**config.mk**
```make
export PLATFORM = sky130hd
export DESIGN_NAME = alu_sequencer_flat
export DESIGN_NICKNAME = d
export VERILOG_FILES = /design/src/rtl/alu_sequencer_if.sv /design/src/rtl/alu_sequencer.sv /design/src/flat_wrapper.sv
export SDC_FILE = /design/constraint.sdc
export NUM_CORES = 1
export LEC_CHECK = 0
export CAP_MARGIN = 20
export CORE_AREA = 2 2 45 47
export CTS_CLUSTER_SIZE = 28
export DETAILED_ROUTE_END_ITERATION = 10
export DIE_AREA = 0 0 47 49
export DONT_BUFFER_PORTS = 1
export PLACE_DENSITY = 0.61
export SYNTH_ARGS = -nofsm -noshare
export SYNTH_HDL_FRONTEND = slang
export SYNTH_SLANG_ARGS = --single-unit
```
**constraint.sdc**
```tcl
create_clock -name CLKb -period 2.28 [get_ports CLKb]
set_input_delay 0.456 -clock CLKb [delete_from_list [all_inputs] [get_ports CLKb]]
set_output_delay 0.456 -clock CLKb [all_outputs]
set_load 0.02 [all_outputs]
```
**src/rtl/alu_sequencer_if.sv**
```systemverilog
// alu_sequencer_if: instruction handshake and control bus between the
// instruction source (master) and the ALU sequencer (slave).
//   INST/EXEC  : instruction word and level-sensitive execute request
//   FN         : ALU function code
//   Ain/Gin    : ALU staging/result register strobes
//   Gout       : G onto bus
//   Rin/Rout   : one-hot register-file write enable / bus drive
//   ExtEn/ImmEn: external data / immediate onto bus
//   IMM        : zero-padded immediate
//   Done       : one-cycle retire pulse
//   Tstep      : current timestep
interface alu_sequencer_if #(
  parameter int DATA_W = 10,
  parameter int NREG   = 4
);
  logic [DATA_W-1:0] INST;
  logic              EXEC;
  logic [3:0]        FN;
  logic              Ain;
  logic              Gin;
  logic              Gout;
  logic [NREG-1:0]   Rin;
  logic [NREG-1:0]   Rout;
  logic              ExtEn;
  logic              ImmEn;
  logic [DATA_W-1:0] IMM;
  logic              Done;
  logic [1:0]        Tstep;

  modport master (
    output INST, EXEC,
    input  FN, Ain, Gin, Gout, Rin, Rout, ExtEn, ImmEn, IMM, Done, Tstep
  );

  modport slave (
    input  INST, EXEC,
    output FN, Ain, Gin, Gout, Rin, Rout, ExtEn, ImmEn, IMM, Done, Tstep
  );
endinterface

```
**src/rtl/alu_sequencer.sv**
```systemverilog
// alu_sequencer: multi-cycle control unit for the 10-bit processor.
// Captures an instruction on EXEC in T0, then walks T1..T3 driving ALU,
// register-file and bus-select controls; pulses Done on retire.
// Ports:
//   CLKb : clock, all state changes on the falling edge
//   Rstb : asynchronous active-low reset
//   bus  : alu_sequencer_if.slave (INST/EXEC in, control outputs out)
//
// state | meaning
// T0    | idle, waiting for EXEC; all outputs 0
// T1    | first step (ld/cp/reserved retire here)
// T2    | ALU operate step, G loaded
// T3    | G written back to Rx, retire
module alu_sequencer #(
  parameter int DATA_W = 10,
  parameter int NREG   = 4
) (
  input logic           CLKb,
  input logic           Rstb,
  alu_sequencer_if.slave bus
);

  typedef enum logic [1:0] {T0 = 2'd0, T1 = 2'd1, T2 = 2'd2, T3 = 2'd3} state_t;
  typedef enum logic [2:0] {K_NOP, K_LD, K_CP, K_UNARY, K_BINARY, K_IMM} kind_t;

  state_t            r_state;
  state_t            w_next;
  logic [DATA_W-1:0] r_ir;
  kind_t             w_kind;
  logic [3:0]        w_alu_fn;
  logic [NREG-1:0]   w_x_oh;
  logic [NREG-1:0]   w_y_oh;

  always_ff @(negedge CLKb or negedge Rstb) begin
    if (!Rstb) begin
      r_state <= T0;
      r_ir    <= '0;
    end else begin
      r_state <= w_next;
      if (r_state == T0 && bus.EXEC) r_ir <= bus.INST;
    end
  end

  assign w_x_oh = NREG'(1) << r_ir[7:6];
  assign w_y_oh = NREG'(1) << r_ir[5:4];

  always_comb begin
    w_kind   = K_NOP;
    w_alu_fn = r_ir[3:0];
    case (r_ir[9:8])
      2'b00: begin
        case (r_ir[3:0])
          4'b0000:                   w_kind = K_LD;
          4'b0001:                   w_kind = K_CP;
          4'b0100, 4'b0101:          w_kind = K_UNARY;
          4'b0010, 4'b0011, 4'b0110, 4'b0111,
          4'b1000, 4'b1001, 4'b1010, 4'b1011:
                                     w_kind = K_BINARY;
          default:                   w_kind = K_NOP;
        endcase
      end
      2'b10: begin
        w_kind   = K_IMM;
        w_alu_fn = 4'b1100;
      end
      2'b11: begin
        w_kind   = K_IMM;
        w_alu_fn = 4'b1101;
      end
      default: w_kind = K_NOP;
    endcase
  end

  always_comb begin
    w_next    = r_state;
    bus.FN    = 4'b0000;
    bus.Ain   = 1'b0;
    bus.Gin   = 1'b0;
    bus.Gout  = 1'b0;
    bus.Rin   = '0;
    bus.Rout  = '0;
    bus.ExtEn = 1'b0;
    bus.ImmEn = 1'b0;
    bus.Done  = 1'b0;
    case (r_state)
      T0: if (bus.EXEC) w_next = T1;
      T1: begin
        case (w_kind)
          K_LD: begin
            bus.ExtEn = 1'b1;
            bus.Rin   = w_x_oh;
            bus.Done  = 1'b1;
            w_next    = T0;
          end
          K_CP: begin
            bus.Rout = w_y_oh;
            bus.Rin  = w_x_oh;
            bus.Done = 1'b1;
            w_next   = T0;
          end
          K_UNARY: begin
            bus.Rout = w_y_oh;
            bus.Ain  = 1'b1;
            w_next   = T2;
          end
          K_BINARY, K_IMM: begin
            bus.Rout = w_x_oh;
            bus.Ain  = 1'b1;
            w_next   = T2;
          end
          default: begin
            bus.Done = 1'b1;
            w_next   = T0;
          end
        endcase
      end
      T2: begin
        bus.FN  = w_alu_fn;
        bus.Gin = 1'b1;
        // second operand source: Ry for binary, immediate for addi/subi
        if (w_kind == K_BINARY) bus.Rout  = w_y_oh;
        if (w_kind == K_IMM)    bus.ImmEn = 1'b1;
        w_next = T3;
      end
      T3: begin
        bus.Gout = 1'b1;
        bus.Rin  = w_x_oh;
        bus.Done = 1'b1;
        w_next   = T0;
      end
      default: w_next = T0;
    endcase
  end

  assign bus.Tstep = r_state;
  // held at 0 in T0 so every output is quiet while idle
  assign bus.IMM   = (r_state == T0) ? '0 : {{(DATA_W-6){1'b0}}, r_ir[5:0]};

endmodule

```
**src/flat_wrapper.sv**
```systemverilog
// flat-port wrapper written by rule: the top's interface ports become plain ports
module alu_sequencer_flat 
#(
  parameter int DATA_W = 10,
  parameter int NREG   = 4
)
  (CLKb, Rstb, bus_INST, bus_EXEC, bus_FN, bus_Ain, bus_Gin, bus_Gout, bus_Rin, bus_Rout, bus_ExtEn, bus_ImmEn, bus_IMM, bus_Done, bus_Tstep);
  alu_sequencer_if #(.DATA_W(DATA_W), .NREG(NREG)) bus_i ();
  input logic CLKb;
  input logic Rstb;
  input wire logic [$bits(bus_i.INST)-1:0] bus_INST;
  input wire logic [$bits(bus_i.EXEC)-1:0] bus_EXEC;
  output wire logic [$bits(bus_i.FN)-1:0] bus_FN;
  output wire logic [$bits(bus_i.Ain)-1:0] bus_Ain;
  output wire logic [$bits(bus_i.Gin)-1:0] bus_Gin;
  output wire logic [$bits(bus_i.Gout)-1:0] bus_Gout;
  output wire logic [$bits(bus_i.Rin)-1:0] bus_Rin;
  output wire logic [$bits(bus_i.Rout)-1:0] bus_Rout;
  output wire logic [$bits(bus_i.ExtEn)-1:0] bus_ExtEn;
  output wire logic [$bits(bus_i.ImmEn)-1:0] bus_ImmEn;
  output wire logic [$bits(bus_i.IMM)-1:0] bus_IMM;
  output wire logic [$bits(bus_i.Done)-1:0] bus_Done;
  output wire logic [$bits(bus_i.Tstep)-1:0] bus_Tstep;
  assign bus_i.INST = bus_INST;
  assign bus_i.EXEC = bus_EXEC;
  assign bus_FN = bus_i.FN;
  assign bus_Ain = bus_i.Ain;
  assign bus_Gin = bus_i.Gin;
  assign bus_Gout = bus_i.Gout;
  assign bus_Rin = bus_i.Rin;
  assign bus_Rout = bus_i.Rout;
  assign bus_ExtEn = bus_i.ExtEn;
  assign bus_ImmEn = bus_i.ImmEn;
  assign bus_IMM = bus_i.IMM;
  assign bus_Done = bus_i.Done;
  assign bus_Tstep = bus_i.Tstep;
  alu_sequencer #(.DATA_W(DATA_W), .NREG(NREG)) u_core (.CLKb(CLKb), .Rstb(Rstb), .bus(bus_i));
endmodule
```
Word-level counts from Yosys, hierarchy flattened:

Memories as Yosys holds them, arrays and structs flattened.
Cells that the tools add are included.

* memory bits (read-only): 48
* memories: 1
* register bits: 12

Memories
* (no name shown): words 16, width 3, rd ports 1, clocked after memory_dff 0, wr ports 0, RTL line alu_sequencer.sv:52 `case (r_ir[3:0])`

* multiplexer cells: 22
* equal/unequal tests: 11
* shift operators: 2
* reduce and logical (&&, ||, !) cells: 8

Operator list (count)
* $pmux 4 s2: 4
* $mux 4: 3
* $mux 1: 9
* $eq 2x2->1 const B: 4
* $pmux 2 s4: 1
* $reduce_or 2->1: 4
* $shl 1x2->4 const A: 2
* $eq 3x2->1 const B: 2
* $eq 3x3->1 const B: 2
* $mux 6: 1
* $pmux 3 s2: 1
* $logic_not 2->1: 2
* $mux 2: 2
* $eq 3x1->1 const B: 1
* $reduce_or 3->1: 1
* $eq 2x1->1 const B: 1
* $ne 2x2->1 const B: 1
* $pmux 1 s2: 1
* $logic_and 1x1->1: 1

Depth between registers and ports, before layout:

Gate-level depths: netlist of the first run.

* depth after elaboration: 7
* gate-level depth with buffers: 6

==> results of run 1 <==
worst min path at each step:
| stage | startpoint | endpoint | cells after the start |
|---|---|---|---|
| floorplan | u_core.r_ir[7]$_DFFE_NN0P_ | u_core.r_ir[7]$_DFFE_NN0P_ | 1 |
| global placement | u_core.r_ir[7]$_DFFE_NN0P_ | u_core.r_ir[7]$_DFFE_NN0P_ | 1 |
| detailed placement | u_core.r_ir[7]$_DFFE_NN0P_ | u_core.r_ir[7]$_DFFE_NN0P_ | 1 |
| CTS | u_core.r_ir[7]$_DFFE_NN0P_ | u_core.r_ir[7]$_DFFE_NN0P_ | 1 |
| global route | u_core.r_ir[7]$_DFFE_NN0P_ | u_core.r_ir[7]$_DFFE_NN0P_ | 1 |
| finish | u_core.r_ir[7]$_DFFE_NN0P_ | u_core.r_ir[7]$_DFFE_NN0P_ | 1 |
where the power goes:
group          leakage [nW]  switching [mW]  internal (mW)
registers             0.142          0.0845          0.330
logic                 0.384           0.927          0.794
clock network        0.0210          0.0763         0.0973
registers in the layout, indices dropped and copies added (netlist names), named ones only:
signal,flops
u_core.bus.Tstep,1
u_core.r_ir,10
area by class of cell:
class                           count  area (sq um)  area share
Inverter                            5          18.8      0.0137
Tap cell                           27          33.8      0.0247
Clock buffer                        4          36.3      0.0265
Sequential cell                    12           300       0.219
Timing Repair Buffer               25           229       0.167
Multi-Input combinational cell     64           751       0.548
per-layer routing:
metal | up-vias | GRT usage | share of wire
met3 | 2 | 0.0444 | 0.057
met5 | - | 0 | 0
li1 | 340 | - | -
met1 | 344 | 0.255 | 0.40
met4 | 0 | 0.0694 | 0.011
met2 | 24 | 0.345 | 0.53
worst max-delay path: cells and delay by family, from the launching register on:
family,cells,cell delay (ps)
compound gates,3,610
fa+ha+maj,1,270
buf+inv,1,70
flops,1,450
simple gates,1,130
kinds of logic (layout without fill, tap and decap cells):
kind of cell	count (synthesis)	in the layout	share of synthesized area
adder cells (fa/ha/maj)	4	4	0.0594
flip-flops	12	12	0.357
other	1	4	0.00445
AO/OA/AOI/OAI	16	16	0.146
buffers and inverters	13	34	0.0862
AND/OR/NAND/NOR	28	28	0.189
multiplexers	12	12	0.159
through the flow:
| stage | util | setup slack [ps] | cells | hold WS (ps) |
|---|---|---|---|---|
| 3_3_place_gp | 0.647 | -844 | 130 | 511 |
| 5_1_grt | 0.743 | -1190 | 137 | 545 |
| 3_5_place_dp | 0.647 | -863 | 130 | 525 |
| 6_report | 0.743 | -1130 | 137 | 528 |
| 2_1_floorplan | - | -948 | 89 | 492 |
| 4_1_cts | 0.722 | -1130 | 136 | 525 |
synthesized netlist by cell type:
| library cell | instances | area share |
|---|---|---|
| nor2b_1 | 7 | 0.052 |
| clkbuf_1 | 2 | 0.0089 |
| nand2_1 | 2 | 0.0089 |
| nor2_2 | 1 | 0.0074 |
| a211oi_1 | 1 | 0.0089 |
| a31oi_1 | 1 | 0.0074 |
| or3_1 | 1 | 0.0074 |
| ha_1 | 4 | 0.059 |
| buf_4 | 4 | 0.036 |
| o32ai_1 | 4 | 0.042 |
| and3b_1 | 1 | 0.010 |
| or2_2 | 1 | 0.0074 |
| mux2_2 | 11 | 0.15 |
| o211ai_1 | 2 | 0.018 |
| buf_2 | 1 | 0.0059 |
| nor2_1 | 10 | 0.045 |
| mux2i_1 | 1 | 0.012 |
| and2_1 | 1 | 0.0074 |
| conb_1 | 1 | 0.0045 |
| nor3b_2 | 1 | 0.015 |
| a21o_1 | 1 | 0.0089 |
| a21oi_1 | 4 | 0.024 |
| or4_4 | 1 | 0.013 |
| o21a_1 | 2 | 0.018 |
| nand2b_1 | 2 | 0.015 |
| a41oi_2 | 1 | 0.019 |
| dfrtn_1 | 12 | 0.36 |
| inv_1 | 5 | 0.022 |
| buf_6 | 1 | 0.013 |
what timing repair did:
| item | CTS | global route |
|---|---|---|
| setup endpoints to repair | 26 | 26 |
| setup buffers | 2 | 2 |
| pin swaps | 8 | 6 |
| gates resized for setup | 21 | 8 |
| endpoints found under the hold margin | 0 | 0 |
==> flow_metrics.env, run 1 <==
export IMPL_drtAntennaViolNets=0
export IMPL_die_h_um=49
export IMPL_ys_warnings_count=0
export IMPL_cp_cell_sequence="inv_2 > ha_4 > o211ai_1 > nor2_4 > a41oi_4 > o32ai_4"
export IMPL_synthCells=86
export IMPL_cp_startpoint="u_core.bus.Tstep[0]$_DFFE_NN0P_"
export IMPL_maxSlewViolCount=0
export IMPL_postRouteWirelength_mm=2.16
export IMPL_p_per_area_mw_per_mm2=1690
export IMPL_violations="negative setup slack"
export IMPL_crit_fanout=4
export IMPL_tns_ps=-20560
export IMPL_area_delta_synth_final_pct=62.6
export IMPL_final_common_cell="buf_4"
export IMPL_clock_latency_ps=290
export IMPL_grt_pass1_vias=726
export IMPL_drt_iter0_drc=4
export IMPL_rsz0062_at_grt="yes"
export IMPL_wire_per_inst_um=15.8
export IMPL_grt_use_total=0.207
export IMPL_cp_end_kind="output pin"
export IMPL_fill_cells=138
export IMPL_max_cap_viol_count=0
export IMPL_vias_per_cell=5.18
export IMPL_crit_type="flip-flop to output pin"
export IMPL_ys_seq_area_frac=0.357
export IMPL_core_area_sq_mm=0.00184
export IMPL_critPathMaxStageDelay_ps=450
export IMPL_r2r_slack_ps=640
export IMPL_grt_max_degree=13
export IMPL_ys_types=29
export IMPL_cts_buffers=3
export IMPL_io_pins=43
export IMPL_portBuffers=0
export IMPL_final_hold_violation_count=0
export IMPL_num_rows=16
export IMPL_reg2reg_from="u_core.bus.Tstep[0]$_DFFE_NN0P_"
export IMPL_startpoint_type="flip-flop"
export IMPL_num_vias=710
export IMPL_synth_seq_cells=12
export IMPL_setup_viol=26
export IMPL_final_cell_mix="15 x buf_4, 12 x dfrtn_1, 11 x mux2_2, 9 x buf_6, 8 x nor2_4"
export IMPL_drc=0
export IMPL_r2r_end="u_core.r_ir[3]$_DFFE_NN0P_"
export IMPL_peakVddDrop_mv=0.899
export IMPL_fin_worst_skew_ps=4.83
export IMPL_crit_slowest_cell="dfrtn_1"
export IMPL_die_x_um=47
export IMPL_root_buffer="clkbuf_4"
export IMPL_cp_endpoint="bus_Rout[2]"
export IMPL_cellLeakagePower_nw=0.548
export IMPL_clock_path_buffers=2
export IMPL_antenna_found_initial=0
export IMPL_setup_ws_ps=-1130
export IMPL_dieArea_sq_mm=0.00230
export IMPL_cp_required_ps=1820
export IMPL_critPathArrivalTime_ps=2950
export IMPL_clk_pin_slew_worst_paths_ps=60
export IMPL_ff2ff_path_depth=5
export IMPL_cts_tree="built"
export IMPL_diodes=0
export IMPL_overflow=0
export IMPL_cts_max_level=1
export IMPL_postCtsHoldBufs=0
export IMPL_syn_area_sq_um=842
export IMPL_cts_sinks=12
export IMPL_place_area_sq_mm=0.00119
export IMPL_syn_area_per_cell_sq_um=9.79
export IMPL_dr_pass1_iters=3
export IMPL_dp_hpwl_mm=1.60
export IMPL_finalPower_mw=2.31
export IMPL_stdcell_area_sq_mm=0.00137
export IMPL_status="complete, but fails checks"
export IMPL_initial_core_util=0.457
export IMPL_grt_pass1_wl_mm=3.42
export IMPL_place_congestion=0.727
export IMPL_final_layout_size_suffix_gt1_frac=0.700
export IMPL_min_path_type="flip-flop to flip-flop"
export IMPL_fin_nets=128
Note: power is estimated with default switching activity, not from simulation.
==> run 2: changes to the inputs <==
--- a/config.mk
+++ b/config.mk
@@ -7,7 +7,7 @@
 export LEC_CHECK = 0
 export CAP_MARGIN = 20
 export CORE_AREA = 2 2 45 47
-export CTS_CLUSTER_SIZE = 28
+export CTS_CLUSTER_SIZE = 25
 export DETAILED_ROUTE_END_ITERATION = 10
 export DIE_AREA = 0 0 47 49
 export DONT_BUFFER_PORTS = 1
==> results of run 2 <==
The final DEF is identical to that of run 1; final timing and power are the same.
